--- src/rtl/gb_square_channel.sv ---
// gb_square_channel
// Game Boy style square-wave voice: 11-bit frequency timer driving an
// 8-step duty sequencer, 6-bit length counter, 4-bit volume envelope and,
// when the macro SQ_SWEEP_EN is defined, a frequency-sweep unit (voice 1).
// Without SQ_SWEEP_EN the sweep inputs are ignored and the timer follows
// the live frequency input (voice 2).
//
// Ports
//   clk            system clock, all logic on the rising edge
//   rst_n          asynchronous active-low reset
//   i_clk256/128/64 frame-sequencer square waves (edge detected here)
//   i_swpPd        sweep period (0 means 8 for the timer, disables sweeping)
//   i_negate       sweep direction, 1 = subtract
//   i_shift        sweep shift amount
//   i_freq         11-bit frequency value f
//   i_lenLoad      length load, counter starts at 64 - i_lenLoad
//   i_duty         duty pattern select
//   i_startVol     envelope initial volume
//   i_period       envelope period, 0 freezes the envelope
//   i_lenEnable    length counter enable
//   i_trigger      level input, rising edge restarts the voice
//   i_envAdd       envelope direction, 1 = increase
//   o_out          registered 4-bit sample
module gb_square_channel (
  input  logic        clk,
  input  logic        rst_n,
  input  logic        i_clk256,
  input  logic        i_clk128,
  input  logic        i_clk64,
  input  logic [2:0]  i_swpPd,
  input  logic        i_negate,
  input  logic [2:0]  i_shift,
  input  logic [10:0] i_freq,
  input  logic [5:0]  i_lenLoad,
  input  logic [1:0]  i_duty,
  input  logic [3:0]  i_startVol,
  input  logic [2:0]  i_period,
  input  logic        i_lenEnable,
  input  logic        i_trigger,
  input  logic        i_envAdd,
  output logic [3:0]  o_out
);

  // Timer reload for one duty step: (2048 - f) * 4, range 4..8192.
  function automatic logic [13:0] periodOf(input logic [10:0] f);
    logic [11:0] d;
    d = 12'd2048 - {1'b0, f};
    return {d, 2'b00};
  endfunction

  logic        r_trigPrev, r_c256Prev, r_c64Prev;
  logic        r_enabled;
  logic [6:0]  r_length;
  logic [3:0]  r_volume;
  logic [2:0]  r_envTimer;
  logic [13:0] r_freqTimer;
  logic [2:0]  r_step;
  logic [3:0]  r_out;

  logic        w_trigEv, w_ev256, w_ev64, w_dacOn, w_patBit, w_trigOverflow;
  logic [10:0] w_freqSrc;
  logic [7:0]  w_pattern;
  logic [2:0]  w_stepIdx;

  assign w_trigEv = i_trigger & ~r_trigPrev;
  assign w_ev256  = i_clk256 & ~r_c256Prev;
  assign w_ev64   = i_clk64 & ~r_c64Prev;
  assign w_dacOn  = (i_startVol != 4'd0) | i_envAdd;

`ifdef SQ_SWEEP_EN
  // Sweep step: shadow +/- (shadow >> shift); bit 11 set means above 2047.
  function automatic logic [11:0] sweepCalc(input logic [10:0] s, input logic neg,
                                            input logic [2:0] sh);
    logic [11:0] base;
    logic [11:0] delta;
    base  = {1'b0, s};
    delta = base >> sh;
    return neg ? (base - delta) : (base + delta);
  endfunction

  logic        r_c128Prev;
  logic [10:0] r_shadow;
  logic [3:0]  r_sweepTimer;
  logic        r_sweepEn;
  logic        w_ev128;
  logic [3:0]  w_swpReload;
  logic [11:0] w_trigCalc, w_sweepNew, w_sweepCheck;

  assign w_ev128        = i_clk128 & ~r_c128Prev;
  assign w_swpReload    = (i_swpPd == 3'd0) ? 4'd8 : {1'b0, i_swpPd};
  assign w_trigCalc     = sweepCalc(i_freq, i_negate, i_shift);
  assign w_trigOverflow = (i_shift != 3'd0) && w_trigCalc[11];
  assign w_sweepNew     = sweepCalc(r_shadow, i_negate, i_shift);
  assign w_sweepCheck   = sweepCalc(w_sweepNew[10:0], i_negate, i_shift);
  assign w_freqSrc      = r_shadow;

  // Sweep state: trigger loads the shadow; clk128 events step the sweep timer.
  always_ff @(posedge clk or negedge rst_n) begin
    if (!rst_n) begin
      r_c128Prev   <= 1'b0;
      r_shadow     <= 11'd0;
      r_sweepTimer <= 4'd0;
      r_sweepEn    <= 1'b0;
    end else begin
      r_c128Prev <= i_clk128;
      if (w_trigEv) begin
        r_shadow     <= i_freq;
        r_sweepTimer <= w_swpReload;
        r_sweepEn    <= (i_swpPd != 3'd0) || (i_shift != 3'd0);
      end else if (w_ev128) begin
        if (r_sweepTimer <= 4'd1) begin
          r_sweepTimer <= w_swpReload;
          if (r_sweepEn && (i_swpPd != 3'd0) && !w_sweepNew[11] && (i_shift != 3'd0))
            r_shadow <= w_sweepNew[10:0];
        end else begin
          r_sweepTimer <= r_sweepTimer - 4'd1;
        end
      end
    end
  end

  // Sweep overflow (first result or the follow-up check) silences the voice.
  logic w_sweepKill;
  assign w_sweepKill = !w_trigEv && w_ev128 && (r_sweepTimer <= 4'd1) && r_sweepEn &&
                       (i_swpPd != 3'd0) &&
                       (w_sweepNew[11] || ((i_shift != 3'd0) && w_sweepCheck[11]));
`else
  logic w_unused;
  assign w_unused       = ^{i_clk128, i_swpPd, i_negate, i_shift};
  assign w_trigOverflow = 1'b0;
  assign w_freqSrc      = i_freq;
  logic w_sweepKill;
  assign w_sweepKill    = 1'b0;
`endif

  // Duty pattern lookup; step 0 is the leftmost bit of each pattern.
  always_comb begin
    w_pattern = 8'b00000001;
    case (i_duty)
      2'd0: w_pattern = 8'b00000001;
      2'd1: w_pattern = 8'b10000001;
      2'd2: w_pattern = 8'b10000111;
      2'd3: w_pattern = 8'b01111110;
      default: w_pattern = 8'b00000001;
    endcase
    w_stepIdx = 3'd7 - r_step;
    w_patBit  = w_pattern[w_stepIdx];
  end

  // Voice state. A trigger takes priority and drops any frame event in the
  // same cycle; later assignments to r_enabled override earlier ones.
  always_ff @(posedge clk or negedge rst_n) begin
    if (!rst_n) begin
      r_trigPrev  <= 1'b0;
      r_c256Prev  <= 1'b0;
      r_c64Prev   <= 1'b0;
      r_enabled   <= 1'b0;
      r_length    <= 7'd0;
      r_volume    <= 4'd0;
      r_envTimer  <= 3'd0;
      r_freqTimer <= 14'd0;
      r_step      <= 3'd0;
    end else begin
      r_trigPrev <= i_trigger;
      r_c256Prev <= i_clk256;
      r_c64Prev  <= i_clk64;
      if (w_trigEv) begin
        r_enabled   <= w_dacOn && !w_trigOverflow;
        r_length    <= 7'd64 - {1'b0, i_lenLoad};
        r_volume    <= i_startVol;
        r_envTimer  <= i_period;
        r_freqTimer <= periodOf(i_freq);
        r_step      <= 3'd0;
      end else begin
        // A timer of 0 only occurs before the first trigger and stays idle.
        if (r_freqTimer == 14'd1) begin
          r_freqTimer <= periodOf(w_freqSrc);
          r_step      <= r_step + 3'd1;
        end else if (r_freqTimer != 14'd0) begin
          r_freqTimer <= r_freqTimer - 14'd1;
        end
        if (w_ev256 && i_lenEnable && (r_length != 7'd0)) begin
          r_length <= r_length - 7'd1;
          if (r_length == 7'd1)
            r_enabled <= 1'b0;
        end
        if (w_ev64 && (i_period != 3'd0)) begin
          if (r_envTimer <= 3'd1) begin
            r_envTimer <= i_period;
            if (i_envAdd && (r_volume != 4'd15))
              r_volume <= r_volume + 4'd1;
            else if (!i_envAdd && (r_volume != 4'd0))
              r_volume <= r_volume - 4'd1;
          end else begin
            r_envTimer <= r_envTimer - 3'd1;
          end
        end
        if (w_sweepKill)
          r_enabled <= 1'b0;
        if (!w_dacOn)
          r_enabled <= 1'b0;
      end
    end
  end

  // Output register: one cycle behind the state it reflects.
  always_ff @(posedge clk or negedge rst_n) begin
    if (!rst_n)
      r_out <= 4'd0;
    else
      r_out <= (r_enabled && w_patBit) ? r_volume : 4'd0;
  end

  assign o_out = r_out;

endmodule

--- config.mk ---
export PLATFORM = sky130hd
export DESIGN_NAME = gb_square_channel
export DESIGN_NICKNAME = d
export VERILOG_FILES = /design/src/rtl/gb_square_channel.sv
export SDC_FILE = /design/constraint.sdc
export NUM_CORES = 1
export LEC_CHECK = 0
export CAP_MARGIN = 20
export CORE_MARGIN = 2
export CORE_UTILIZATION = 50
export CTS_CLUSTER_DIAMETER = 80
export CTS_CLUSTER_SIZE = 12
export DETAILED_ROUTE_END_ITERATION = 10
export PLACE_DENSITY = 0.76
export SETUP_SLACK_MARGIN = 0.2
export SYNTH_ARGS = -nofsm -noshare
export SYNTH_HDL_FRONTEND = slang
export SYNTH_SLANG_ARGS = --single-unit
--- constraint.sdc ---
create_clock -name clk -period 5.3 [get_ports clk]
set_clock_uncertainty 0.1 [all_clocks]
set_input_delay 1.325 -clock clk [delete_from_list [all_inputs] [get_ports clk]]
set_output_delay 1.325 -clock clk [all_outputs]
set_load 0.005 [all_outputs]
# After elaboration in Yosys (flattened, before gate mapping)
# Cells that the tools add are included.
# word_totals
output_inout_bits	4
regBits	39
# op_classes
magnitude_cmp	2
muxes	23
n_addsub	9
eq_ne	8
bitwise_logic	7
reduce_logical	21
# op_table
operator	count
14-bit two-way mux	3
8-bit case mux with 4 select lines	1
4-bit two-way mux	6
3-bit two-way mux	5
14-bit by 1-bit == test with 1-bit output (second input constant)	1
7-bit two-way mux	2
14-bit nonzero test	1
14-bit by 1-bit subtractor with 14-bit output (second input constant)	1
12-bit by 11-bit subtractor with 12-bit output (first input constant)	1
3-bit nonzero test	3
2-bit nonzero test	4
4-bit nonzero test	2
7-bit by 1-bit == test with 1-bit output (second input constant)	1
7-bit nonzero test	1
7-bit by 1-bit subtractor with 7-bit output (second input constant)	1
7-bit by 6-bit subtractor with 7-bit output (first input constant)	1
1-bit logical AND	6
3-bit by 2-bit inequality test with 1-bit output (second input constant)	2
1-bit two-way mux	5
4-bit by 1-bit adder with 4-bit output (second input constant)	1
2-bit == test (second input constant)	2
3-bit by 4-bit less-than comparator with 1-bit output (second input constant)	1
4-bit inequality test (second input constant)	1
4-bit by 1-bit subtractor with 4-bit output (second input constant)	1
other kinds (13)	17

# Longest topological paths before layout
# logic_depth
ltp_word	7
ltp_mapped	8

# Least setup slack after synthesis
# OpenSTA, ideal clock, no wires.
# synth_timing
path_type	input to register
start	input i_envAdd
end	register r_volume[3]
slack_ns	2.609
n_path_buf	0
cell_stages	7
required_ns	5.059
arrival_ns	2.451
cell_sequence	o41ai_1 -> ha_1 -> a21o_1 -> a21oi_1 -> xor2_1 -> o21ai_0 -> o221ai_1
# synth_between
elab_chain_len	5
word_cells_on_any_way	9
classes_between	mux: 4; reduce/logical: 5
# synth_rtl
item	line	text
start, declared	40	input logic i_envAdd,
1-bit logical AND	190	if (i_envAdd && (r_volume != 4'd15))
4-bit two-way mux	190	
4-bit two-way mux	188	if (r_envTimer <= 3'd1) begin
4-bit two-way mux	187	if (w_ev64 && (i_period != 3'd0)) begin
4-bit two-way mux	167	if (w_trigEv) begin
end signal, assigned	170	r_volume <= i_startVol;
end signal, assigned	191	r_volume <= r_volume + 4'd1;
end signal, assigned	193	r_volume <= r_volume - 4'd1;
end, declared	54	logic [3:0] r_volume;
# Several ways; a longest one is shown, not always the timed one. The select of a mux whose other input is x is not followed.
# A chain may end at the register's enable or synchronous reset.

# Worst setup path after layout
# Same ends and word-level chain as after synthesis.

==> impl_metrics.ini <==
[critical_path]
critPathBufInv = 1
crit_path_capture_type = register
timing.setup.critical_path_class = input pin to register
worst-endpoint-arrival_ns = 3.28
crit_path_cell_trace = clkdlybuf4s50_1 -> o41ai_1 -> ha_1 -> a21o_1 -> a21oi_1 -> xor2_1 -> o21ai_0 -> o221ai_1
critPathSlowestCell = clkdlybuf4s50_1
start_kind = input pin
timing.reg2reg.setup_slack_ns = 2.68
critical-path-top-delay-family = compound AO/OA/AOI/OAI gates
critPathMaxFanout = 7
worst_ep_required_time_ns = 5.36
critical-path-max-stage-delay_ns = 0.63

[outcome]
outcome = complete, no violations

[die]
rows = 26
die-height_um = 76.56
die_area_um2 = 5861
io_pins = 45
area_of_the_core_region_um2 = 5107
initial_core_util_pct = 51.54
die_width_um = 76.56

[placed_design]
numPortBuffers = 36
dp.final_hpwl_um = 3850
gp_routability_congestion = 0.8221

[yosys]
post_synth.cell_area_avg_um2 = 9.237
synth_sequential_area_ratio_pct = 37.07
async_reset_ff_share_pct = 100.0
ys_ff_latch = 39
syn-instance-count = 285
synthesis.nets = 343
yosys.cell_types.count = 55
synth-warning-count = 0
count_of_flip_flops_with_a_built_in_enable_after_synthesis = 0
ys.flop_type = dfrtp_1
syn_area_um2 = 2633

[global_routing]
grt_first_pass_wirelength_um = 9335
vias_in_the_first_global_route = 2092
track_usage_pct = 19.54
pin_count_of_the_biggest_net_entering_global_routing = 40
overflow = 0
grt_antenna_before_repair = 0

[clocking]
clk-insertion-delay-late_ns = 0.29
cts_root_buffer = clkbuf_8
cts_tree = done
ctsHtreeMaxLevel = 2
cts_setup_buffers = 0
cts_hold_buf = 0
post_cts.resized_instances = 0
clk_transition_reported_paths_ns = 0.07
clock_buffer_depth = 2
numClockSinks = 39
cts_made_buffers = 5

[sta]
timing.final.crit_period_ns = 3.219
clock.fmax_ghz = 0.3107
timing.final.max_slew_violations = 0
max-slew-margin-rel_pct = 43.45
final_min_period_over_clock_period_pct = 60.73
finalSetupTns_ns = 0
grt_setup_unrepaired = false
hold_viol_final = 0
worstMarginPinSlew_ns = 0.8483
setup_viol_count_final = 0

[final_layout]
ratio_of_cells_with_drive_above_1_in_the_final_layout_pct = 7.407
syn2layout_area_growth_pct = 19.39
postLayoutCoreUtil_pct = 61.54
antenna-diode-count = 0
fillers = 464
design.final.nets = 382

[routing]
drt_iter0_drc = 67
firstDrtPassIters = 4
viasPerCell = 5.500
route.vias.total = 2167
drc_errors = 0
routed_wl_um = 5214
drt.antenna.violating_nets = 0
routed_wire_length_per_instance_um = 13.23

[power_and_ir_drop]
pwr_density_cell_nw_per_um2 = 316.4
static-leakage-power_nw = 1.301
worst_ir_drop_vdd_mv = 0.1360

[min_path]
holdCritPathClass = register to register

[flow_run]
cap_viol_max_count = 0
## kinds of logic after synthesis
| group | after synthesis | share of synthesized area (%) |
|---|---|---|
| compound gates | 54 | 13.55 |
| xor+xnor | 31 | 10.31 |
| simple gates | 117 | 25.33 |
| flops | 39 | 37.07 |
| mux | 5 | 1.901 |
| fa+ha+maj | 17 | 8.365 |
| buf+inv | 22 | 3.469 |
## path summary, 6_finish.rpt
| check | start | end | cells after the start |
|---|---|---|---|
| min in group asynchronous | rst_n | o_out[0] | 1 |
| hold reg to reg | r_step[2] | r_step[2] | 2 |
| max in group asynchronous | rst_n | r_trigPrev | 1 |
| setup reg to reg | r_volume[1] | r_volume[3] | 8 |
| hold / removal | r_step[2] | r_step[2] | 2 |
| setup / recovery | i_envAdd | r_volume[3] | 8 |
## layout make-up
| class | count | area, µm² | share of cell area [%] |
|---|---|---|---|
| Clock inverter | 1 | 5.005 | 0.1592 |
| Tap cell | 70 | 87.58 | 2.787 |
| Inverter | 17 | 63.81 | 2.030 |
| Timing Repair Buffer | 37 | 362.8 | 11.54 |
| Clock buffer | 6 | 82.58 | 2.627 |
| Multi-Input combinational cell | 224 | 1565 | 49.80 |
| Sequential cell | 39 | 975.9 | 31.05 |
## power by group
part           internal (mW)  total (mW)  switching [mW]
Clock                  0.102       0.203           0.101
Sequential             0.366       0.458          0.0924
Combinational          0.167       0.333           0.166
Total                  0.635       0.994           0.359
## metrics by stage
step / power (mW) / hold WS [ns] / cell area [µm²] / setup WS [ns] / cells
6_report: 0.9943 / 0.4726 / 3143 / 2.081 / 394
5_1_grt: 1.075 / 0.4946 / 3143 / 1.996 / 394
4_1_cts: 1.001 / 0.4773 / 3143 / 2.129 / 394
3_5_place_dp: 0.7935 / 0.4596 / 3055 / 1.827 / 387
3_3_place_gp: 0.7755 / 0.4381 / 3055 / 1.840 / 387
2_1_floorplan: 0.6781 / 0.4109 / 2633 / 2.609 / 285
## per-layer routing
| metal | wire (µm) | GRT usage (%) |
|---|---|---|
| met5 | 0 | 0 |
| met4 | 100 | 7.455 |
| met3 | 225 | 4.621 |
| met2 | 2393 | 31.68 |
| met1 | 2495 | 25.36 |
## worst register-to-register path: stages, from the launching register on
cell and delay [ns]:
dfrtp_1 0.48, inv_1 0.09, o41ai_1 0.67, ha_1 0.36
a21o_1 0.15, a21oi_1 0.28, xor2_1 0.10, o21ai_0 0.16
o221ai_1 0.11
## cells in the final DEF, fill, tap and decap left out, drive strengths merged, types with 3 or more instances in the layout
cell type	instances
a211oi	7
a21oi	13
clkbuf	6
clkdlybuf4s50	35
dfrtp	39
ha	16
inv	17
mux2i	5
nand2	30
nand2b	3
nand3	7
nand4b	4
nor2	30
nor3	10
nor3b	4
nor4	7
o21ai	17
o31ai	3
or3	4
or4	3
xnor2	11
xor2	20
## Yosys cell counts, types with 2 or more instances
library cell / count / area [µm²]
a211oi_1: 7 / 52.55
a21oi_1: 11 / 55.05
a21oi_2: 2 / 17.52
and3_1: 2 / 12.51
clkbuf_1: 3 / 11.26
dfrtp_1: 39 / 975.9
ha_1: 16 / 200.2
inv_1: 17 / 63.81
mux2i_1: 5 / 50.05
nand2_1: 27 / 101.4
nand2_2: 3 / 18.77
nand2b_1: 3 / 18.77
nand3_1: 7 / 35.03
nand4_1: 2 / 12.51
nand4b_1: 4 / 35.03
nor2_1: 30 / 112.6
nor2b_1: 2 / 12.51
nor3_1: 10 / 50.05
nor3b_1: 4 / 30.03
nor4_1: 3 / 18.77
nor4_2: 2 / 25.02
nor4_4: 2 / 42.54
o21ai_0: 15 / 75.07
o221ai_1: 2 / 17.52
o22ai_1: 2 / 12.51
o31ai_1: 3 / 22.52
or3_1: 4 / 25.02
or4_1: 2 / 15.01
xnor2_1: 11 / 96.34
xor2_1: 20 / 175.2
## state kept, by name, summed over array words and instances (netlist names)
register and count:
o_out 4, r_c256Prev 1, r_c64Prev 1, r_enabled 1
r_envTimer 3, r_freqTimer 14, r_length 7, r_step 3
r_trigPrev 1, r_volume 4
Power figures use the tool's default switching activity.
